## src/rtl/ahfp_f2x_sched.sv

```systemverilog
// Round-robin scheduler sharing one float-to-fixed converter between NUM_REQ requesters.
// Define AHFP_F2X_SCHED_STATS_EN to add the conv_count / stall_count statistics ports.
module ahfp_f2x_sched #(
    parameter int unsigned NUM_REQ = 4,
    parameter int unsigned ID_W    = 2,
    parameter int unsigned DATA_W  = 32
) (
    input  logic                      clk,
    input  logic                      reset,
    input  logic [NUM_REQ-1:0]        req_valid,
    output logic [NUM_REQ-1:0]        req_ready,
    input  logic [NUM_REQ*DATA_W-1:0] req_data,
    output logic [DATA_W-1:0]         f2x_in,
    input  logic [DATA_W-1:0]         f2x_out,
    output logic                      rsp_valid,
    input  logic                      rsp_ready,
    output logic [DATA_W-1:0]         rsp_data,
    output logic [ID_W-1:0]           rsp_id
`ifdef AHFP_F2X_SCHED_STATS_EN
    ,
    output logic [31:0]               conv_count,
    output logic [31:0]               stall_count
`endif
);

    // S1: operand stage feeding the converter
    logic [DATA_W-1:0] op_q, op_d;
    logic [ID_W-1:0]   op_id_q, op_id_d;
    logic              op_vld_q, op_vld_d;

    // S2: response stage
    logic [DATA_W-1:0] rsp_data_q, rsp_data_d;
    logic [ID_W-1:0]   rsp_id_q, rsp_id_d;
    logic              rsp_valid_q, rsp_valid_d;

    logic [ID_W-1:0]   rr_ptr_q, rr_ptr_d;

    logic              s2_free;
    logic              s1_adv;
    logic              s1_accept;

    logic [NUM_REQ-1:0] grant;
    logic               grant_vld;
    logic [ID_W-1:0]    grant_id;
    logic [ID_W-1:0]    grant_nxt;
    logic [DATA_W-1:0]  grant_data;

    assign s2_free   = !rsp_valid_q || rsp_ready;
    assign s1_adv    = s2_free;
    assign s1_accept = !op_vld_q || s1_adv;

    // Two passes: first requesters at or above rr_ptr, then the wrapped-around lower ones.
    always_comb begin
        grant      = '0;
        grant_vld  = 1'b0;
        grant_id   = '0;
        grant_nxt  = '0;
        grant_data = '0;
        for (int i = 0; i < NUM_REQ; i++) begin
            if (!grant_vld && req_valid[i] && (i >= int'(rr_ptr_q))) begin
                grant_vld  = 1'b1;
                grant[i]   = 1'b1;
                grant_id   = ID_W'(i);
                grant_nxt  = ID_W'((i + 1) % NUM_REQ);
                grant_data = req_data[i*DATA_W +: DATA_W];
            end
        end
        for (int i = 0; i < NUM_REQ; i++) begin
            if (!grant_vld && req_valid[i]) begin
                grant_vld  = 1'b1;
                grant[i]   = 1'b1;
                grant_id   = ID_W'(i);
                grant_nxt  = ID_W'((i + 1) % NUM_REQ);
                grant_data = req_data[i*DATA_W +: DATA_W];
            end
        end
        if (!s1_accept || reset) begin
            grant     = '0;
            grant_vld = 1'b0;
        end
    end

    assign req_ready = grant;

    always_comb begin
        op_d        = op_q;
        op_id_d     = op_id_q;
        op_vld_d    = op_vld_q;
        rr_ptr_d    = rr_ptr_q;
        rsp_valid_d = rsp_valid_q;
        rsp_data_d  = rsp_data_q;
        rsp_id_d    = rsp_id_q;

        if (grant_vld) begin
            op_d     = grant_data;
            op_id_d  = grant_id;
            op_vld_d = 1'b1;
            rr_ptr_d = grant_nxt;
        end else if (s1_adv) begin
            op_vld_d = 1'b0;
        end

        if (s1_adv) begin
            rsp_valid_d = op_vld_q;
            rsp_data_d  = f2x_out;
            rsp_id_d    = op_id_q;
        end
    end

    always_ff @(posedge clk) begin
        if (reset) begin
            op_q        <= '0;
            op_id_q     <= '0;
            op_vld_q    <= 1'b0;
            rr_ptr_q    <= '0;
            rsp_valid_q <= 1'b0;
            rsp_data_q  <= '0;
            rsp_id_q    <= '0;
        end else begin
            op_q        <= op_d;
            op_id_q     <= op_id_d;
            op_vld_q    <= op_vld_d;
            rr_ptr_q    <= rr_ptr_d;
            rsp_valid_q <= rsp_valid_d;
            rsp_data_q  <= rsp_data_d;
            rsp_id_q    <= rsp_id_d;
        end
    end

    assign f2x_in    = op_q;
    assign rsp_valid = rsp_valid_q;
    assign rsp_data  = rsp_data_q;
    assign rsp_id    = rsp_id_q;

`ifdef AHFP_F2X_SCHED_STATS_EN
    logic [31:0] conv_q;
    logic [31:0] stall_q;

    // conv_count wraps naturally; stall_count sticks at all-ones.
    always_ff @(posedge clk) begin
        if (reset) begin
            conv_q  <= '0;
            stall_q <= '0;
        end else begin
            if (rsp_valid_q && rsp_ready) begin
                conv_q <= conv_q + 32'd1;
            end
            if (rsp_valid_q && !rsp_ready && (stall_q != 32'hFFFF_FFFF)) begin
                stall_q <= stall_q + 32'd1;
            end
        end
    end

    assign conv_count  = conv_q;
    assign stall_count = stall_q;
`else
    // Statistics counters are not built in this configuration.
`endif

endmodule

```

## config.mk

```make
export PLATFORM = sky130hd
export DESIGN_NAME = ahfp_f2x_sched
export DESIGN_NICKNAME = d
export VERILOG_FILES = /design/src/rtl/ahfp_f2x_sched.sv
export SDC_FILE = /design/constraint.sdc
export NUM_CORES = 1
export LEC_CHECK = 0
export ABC_AREA = 1
export BUFFER_PORTS_ARGS = -buffer_cell sky130_fd_sc_hd__buf_2
export CORE_MARGIN = 3
export CORE_UTILIZATION = 44
export CTS_CLUSTER_DIAMETER = 50
export DETAILED_ROUTE_END_ITERATION = 6
export PLACE_DENSITY = 0.78
export SLEW_MARGIN = 20
export SYNTH_ARGS = -nofsm -noshare
export SYNTH_HDL_FRONTEND = slang
export SYNTH_SLANG_ARGS = --single-unit
export TNS_END_PERCENT = 100
```

## constraint.sdc

```tcl
create_clock -name clk -period 3.9 [get_ports clk]
set_input_delay 0 -clock clk [delete_from_list [all_inputs] [get_ports clk]]
set_output_delay 0 -clock clk [all_outputs]
set_load 0.05 [all_outputs]
```

==> out/results.ini, run 1 <==
[status]
outcome=finished clean

[global_route]
first_global_vias=5666
antenna_found_initial=0
grt_overflow=0
grt_pass1_wl_um=27200
grt_max_degree=48
grt_usage_pct=28.7

[timing]
min_period_over_period_pct=85.5
skew_ns=0.0131
post-route-min-period_ns=3.34
max_freq_mhz=300
final_max_slew_viol_count=0
rsz0062_at_grt=false
tightest_slew_ns=1.13
setup_viol=0
whs_ns=0.0475
hold_viol=0
fin_tns_setup_ns=0
relSlewSlack_pct=24.8

[floorplanning]
core_area_um2=10000
initial_core_util_pct=46.2
fp-row-count=36
ios=238
die_w_um=108
fp.dieArea_um2=11800
die_y_um=108

[routing]
vias=6227
routed_wl_um=17500
vias_per_cell=5.25
drt_iter0_drc=592
detail_route.first_pass.iterations=7
wl_per_cell_um=14.8
drcViolationCount=0
drtAntennaViolNets=0

[logic_synthesis]
synth.largest_area_cell=dfxtp_1
syn-instance-count=808
seq_area_frac_synth_pct=31.2
syn_avg_cell_area_um2=5.72
synth_warnings=0
synth_top_area_share_pct=31.2
synth_fp_nets=975
ys_seq_elements=72
ys_types=17
synth_area_um2=4620
synth_area_leaders=dfxtp_1 31%, nor2_1 15%, nand2_1 14%

[worst_setup_path]
cp-end-kind=primary output
critPathMaxFanout=26
critPathMaxStageDelay_ns=0.68
slowest_stage=nor2_1
rr_worst_depth=9
critical_path_required_ns=3.90
crit_chain=nor2_1, nand2_1, buf_4, nand2_1, nor2_1, nand2_2, a21oi_1, buf_2
crit_arrival_ns=3.34
cp-start-kind=flop
reg2reg_setup_slack_ns=0.98
crit_family=simple AND/OR/NAND/NOR gates
cp.depth=8
path_buf_inv=2
reg2reg_from=rr_ptr_q[1]
timing.rr.end=rr_ptr_q[0]
crit_type=flop to primary output

[layout]
multiInputGateArea_um2=2640
nNetsFinal=1215
layout-drive-gt1-share_pct=25.1
most-common-layout-cells=237 x buf_2, 182 x nor2_1, 173 x nand2_1
seq_area_um2=1440
fill_cells=1002
diodes=0
stdcell_count=1186
area_growth_pct=38.7
final_common_cell=buf_2

[job]
maxCapViolCount=0

[placement]
dpl.hpwl_um=11500
dp_cells=1126
gp_congestion=0.898
numPortBuffers=237

[clock_tree]
cts_tree=yes
clk_pin_slew_ns=0.09
post_cts_buffers=0
numCtsBuffers=9
h-tree-depth=3
max-clock-path-buffers=2
clk_latency_ns=0.35
root_buffer=clkbuf_8
cts.sinks=72

[power_and_ir_drop]
leakagePower_uw=0.00355
power_density_nw_per_um2=345
vdd_drop_max_mv=0.192
finalPower_uw=2210

[worst_hold_path]
hp-class=input port to flop
min_to=f2x_in[29]
holdCritStartpoint=req_data[61]
holdPathStages=5

[area by class of cell]
type                            count  share of cell area [%]
Multi-Input combinational cell    599                    41.2
Timing Repair Buffer              288                    26.2
Sequential cell                    72                    22.5
Inverter                           78                    4.57
Tap cell                          133                    2.60
Clock buffer                        9                    1.93
Clock inverter                      7                   0.996
[worst min-delay path, delay by kind of cell]
kind	cells	cell delay, ns
buffers and inverters	1	0.11
AOI/OAI and AO/OA	1	0.05
and+or+nand+nor	3	0.20
[cells in the mapped netlist]
cell type and count:
nor2_1 183, nand2_1 174, nand3_1 100, inv_1 77, dfxtp_1 72, nand4_1 53
o21ai_0 45, a21oi_1 40, clkbuf_1 38, buf_2 15, buf_1 3, buf_4 3
clkinv_1 1, nand2_2 1, nand3b_1 1, nor3_1 1, nor3_4 1
[power by group]
part / leakage (µW) / switching, µW / total, µW / internal, µW
Sequential: 0.000599 / 32.2 / 833 / 801
Clock: 0.0000899 / 320 / 564 / 244
Combinational: 0.00286 / 564 / 813 / 249
Total: 0.00355 / 916 / 2210 / 1290
[registers in the layout (all words and copies together) (netlist names)]
name       flops
f2x_in        32
rsp_data      32
op_id_q        2
rr_ptr_q       2
rsp_id         2
op_vld_q       1
rsp_valid      1
[how the worst max path moves through the flow]
stage | end | slack, ns | start
after CTS | req_ready[0] | 0.30 | rr_ptr_q[1]
final | req_ready[0] | 0.56 | rr_ptr_q[1]
after floorplan | rr_ptr_q[0] | 1.64 | rr_ptr_q[1]
after detailed placement | req_ready[0] | 0.69 | rr_ptr_q[1]
after global placement | req_ready[0] | 0.92 | rr_ptr_q[1]
after global routing | req_ready[0] | 0.29 | rr_ptr_q[1]
[layer usage]
metal / GRT usage, % / vias to the layer above / wire [µm]
met5: 0 / - / 0
met2: 48.5 / 365 / 8320
li1: - / 3074 / -
met3: 7.16 / 54 / 1760
met4: 10.5 / 0 / 559
met1: 35.3 / 2734 / 6870
[kinds of logic (layout without fill, tap and decap cells)]
logic type	after synthesis	in the layout	synth area share (%)
and+or+nand+nor	514	514	47.8
buffers and inverters	137	382	11.8
AOI/OAI and AO/OA	85	85	9.21
DFF	72	72	31.2
[what timing repair did]
action,in CTS,in global routing
hold endpoints to repair,44,0
setup endpoints to repair,0,1
resized for setup,0,1
hold buffers,44,0
[metrics by stage]
step	utilization (%)	worst slack (ns)	area [µm²]
finish	64.1	0.564	6400
global route	64.1	0.288	6400
CTS	64.0	0.305	6400
detailed placement	57.7	0.693	5770
global placement	57.7	0.918	5770
floorplan	-	1.64	4620
Note: power is estimated with default switching activity, not from simulation.
==> run 2: changes to the inputs <==
--- a/config.mk
+++ b/config.mk
@@ -6,7 +6,7 @@
 export NUM_CORES = 1
 export LEC_CHECK = 0
 export ABC_AREA = 1
-export BUFFER_PORTS_ARGS = -buffer_cell sky130_fd_sc_hd__buf_2
+export BUFFER_PORTS_ARGS = -buffer_cell sky130_fd_sc_hd__clkbuf_2
 export CORE_MARGIN = 3
 export CORE_UTILIZATION = 44
 export CTS_CLUSTER_DIAMETER = 50
==> out/results.ini, run 2 (synthesis results as in run 1) <==
[timing]
final_max_slew_viol_count=0  ; unchanged
hold_viol=0  ; unchanged
min_period_over_period_pct=79.1  ; -6.4 points
setup_viol=0  ; unchanged
rsz0062_at_grt=false
relSlewSlack_pct=26.5  ; +1.7 points
post-route-min-period_ns=3.09  ; -0.250 ns
fin_tns_setup_ns=0  ; unchanged
max_freq_mhz=324  ; +8.1%
tightest_slew_ns=1.10  ; -0.0255 ns
skew_ns=0.0122  ; -0.000855 ns

[power_and_ir_drop]
clkPwrFrac_pct=25.6  ; about the same
vdd_drop_max_mv=0.202  ; +5.2%
intPower_uw=1290  ; -0.22%
power_switching_share_pct=41.6  ; +0.19 points
leakagePower_uw=0.00355  ; +0.18%
p_sw_uw=921  ; +0.58%
power_density_nw_per_um2=346  ; +0.19%
combinationalPowerShare_pct=36.6  ; -0.2 points
seqPwrFrac_pct=37.8  ; about the same

[routing]
wl_per_cell_um=14.4  ; -2.7%
drcViolationCount=0  ; unchanged
routed_wl_um=17000  ; -2.6%
vias_per_cell=5.20  ; -0.87%
drt_iter0_drc=454  ; -23%
vias=6178  ; -0.79%
detail_route.first_pass.iterations=5  ; -2
drtAntennaViolNets=0  ; unchanged

[clock_tree]
cts.sinks=72  ; unchanged
root_buffer=clkbuf_8
max-clock-path-buffers=2  ; unchanged
clk_pin_slew_ns=0.09  ; about the same
cts_tree=yes
h-tree-depth=3  ; unchanged
numCtsBuffers=9  ; unchanged
post_cts_buffers=0  ; unchanged
clk_latency_ns=0.35  ; about the same

[layout]
layout-drive-gt1-share_pct=25.1  ; unchanged
most-common-layout-cells=237 x clkbuf_2, 182 x nor2_1, 174 x nand2_1
final_common_cell=clkbuf_2
fill_cells=1000  ; -0.20%
nNetsFinal=1215  ; unchanged
seq_area_um2=1440  ; unchanged
multiInputGateArea_um2=2640  ; about the same
final_area_um2=6400  ; about the same
area_growth_pct=38.6  ; about the same

[floorplanning]
die_y_um=108  ; unchanged
core_area_um2=10000  ; unchanged
die_w_um=108  ; unchanged
initial_core_util_pct=46.2  ; unchanged
ios=238  ; unchanged
fp.dieArea_um2=11800  ; unchanged
fp-row-count=36  ; unchanged

[global_route]
grt_pass1_wl_um=26900  ; -1.1%
first_global_vias=5736  ; +1.2%
grt_usage_pct=28.3  ; -0.45 points
grt_max_degree=49  ; +2.1%
grt_overflow=0  ; unchanged
antenna_found_initial=0  ; unchanged

[worst_setup_path]
critPathMaxFanout=35  ; +35%
crit_arrival_ns=3.09  ; -0.25 ns
cp-start-kind=flop
cp-end-kind=primary output
crit_start=rr_ptr_q[1]
timing.rr.end=op_id_q[0]
reg2reg_from=rr_ptr_q[1]
rr_worst_depth=10  ; +1
crit_type=flop to primary output
reg2reg_setup_slack_ns=1.04  ; +0.06 ns
critPathCapture=req_ready[0]
critical_path_required_ns=3.90  ; about the same

[placement]
dpl.hpwl_um=11500  ; -0.24%
placed_cell_area_um2=5780  ; +0.13%
gp_congestion=0.849  ; -5.5%
numPortBuffers=237  ; unchanged

[status]
outcome=finished clean

[job]
maxCapViolCount=0  ; unchanged

[worst_hold_path]
hp-class=input port to flop

[run 2: repair_timing]
item | in CTS | in global routing
hold buffers | 43 | 0
resized for setup | 0 | 0
endpoints found under the hold margin | 43 | 0
[run 2: cell type report]
cell class,instances,share of cell area [%]
multi-input combinational,599,41.2
timing repair buffer,288,26.2
sequential,72,22.5
inverter,78,4.57
tap,133,2.60
clock buffer,9,1.94
clock inverter,7,0.958
antenna,1,0.0391
[run 2: critical path, stage by stage, from the launching register on]
cell and delay [ns]:
dfxtp_1 0.38, nand2_1 0.08, nand2_2 0.05, buf_4 0.36
nand2_1 0.18, nor2_1 0.14, buf_4 0.19, nand2_1 0.45
a21oi_1 0.53, clkbuf_2 0.36
[run 2: layer usage]
metal / vias to the layer above / GRT usage (%) / wire, µm
met4: 0 / 11.2 / 429
li1: 3084 / - / -
met3: 40 / 6.27 / 1460
met5: - / 0 / 0
met2: 300 / 48.0 / 8240
met1: 2754 / 34.7 / 6920
[run 2: power groups by stage]
stage	Clock [µW]	Combinational, µW	Sequential, µW
detailed placement	0	767	853
global route	605	886	844
floorplan	0	321	1060
finish	566	810	837
CTS	580	803	836
global placement	0	763	851
[run 2: worst min path at each step]
stage,start,to,slack [ns],cells past startpoint
floorplan,f2x_out[0],rsp_data[0],0.17,2
global placement,f2x_out[24],rsp_data[24],0.25,3
detailed placement,f2x_out[21],rsp_data[21],0.26,3
CTS,req_data[45],f2x_in[13],0.02,5
global route,req_data[74],f2x_in[10],0.07,5
finish,req_data[45],f2x_in[13],0.03,5
[run 2: through the flow]
stage	cells	total power, µW	hold slack (ns)	util (%)	setup slack, ns
3_3_place_gp	1127	1610	0.250	57.8	1.17
6_report	1187	2210	0.0314	64.0	0.814
3_5_place_dp	1127	1620	0.257	57.8	1.14
2_1_floorplan	808	1380	0.167	-	1.64
4_1_cts	1186	2220	0.0178	64.0	0.764
5_1_grt	1186	2340	0.0689	64.0	0.545
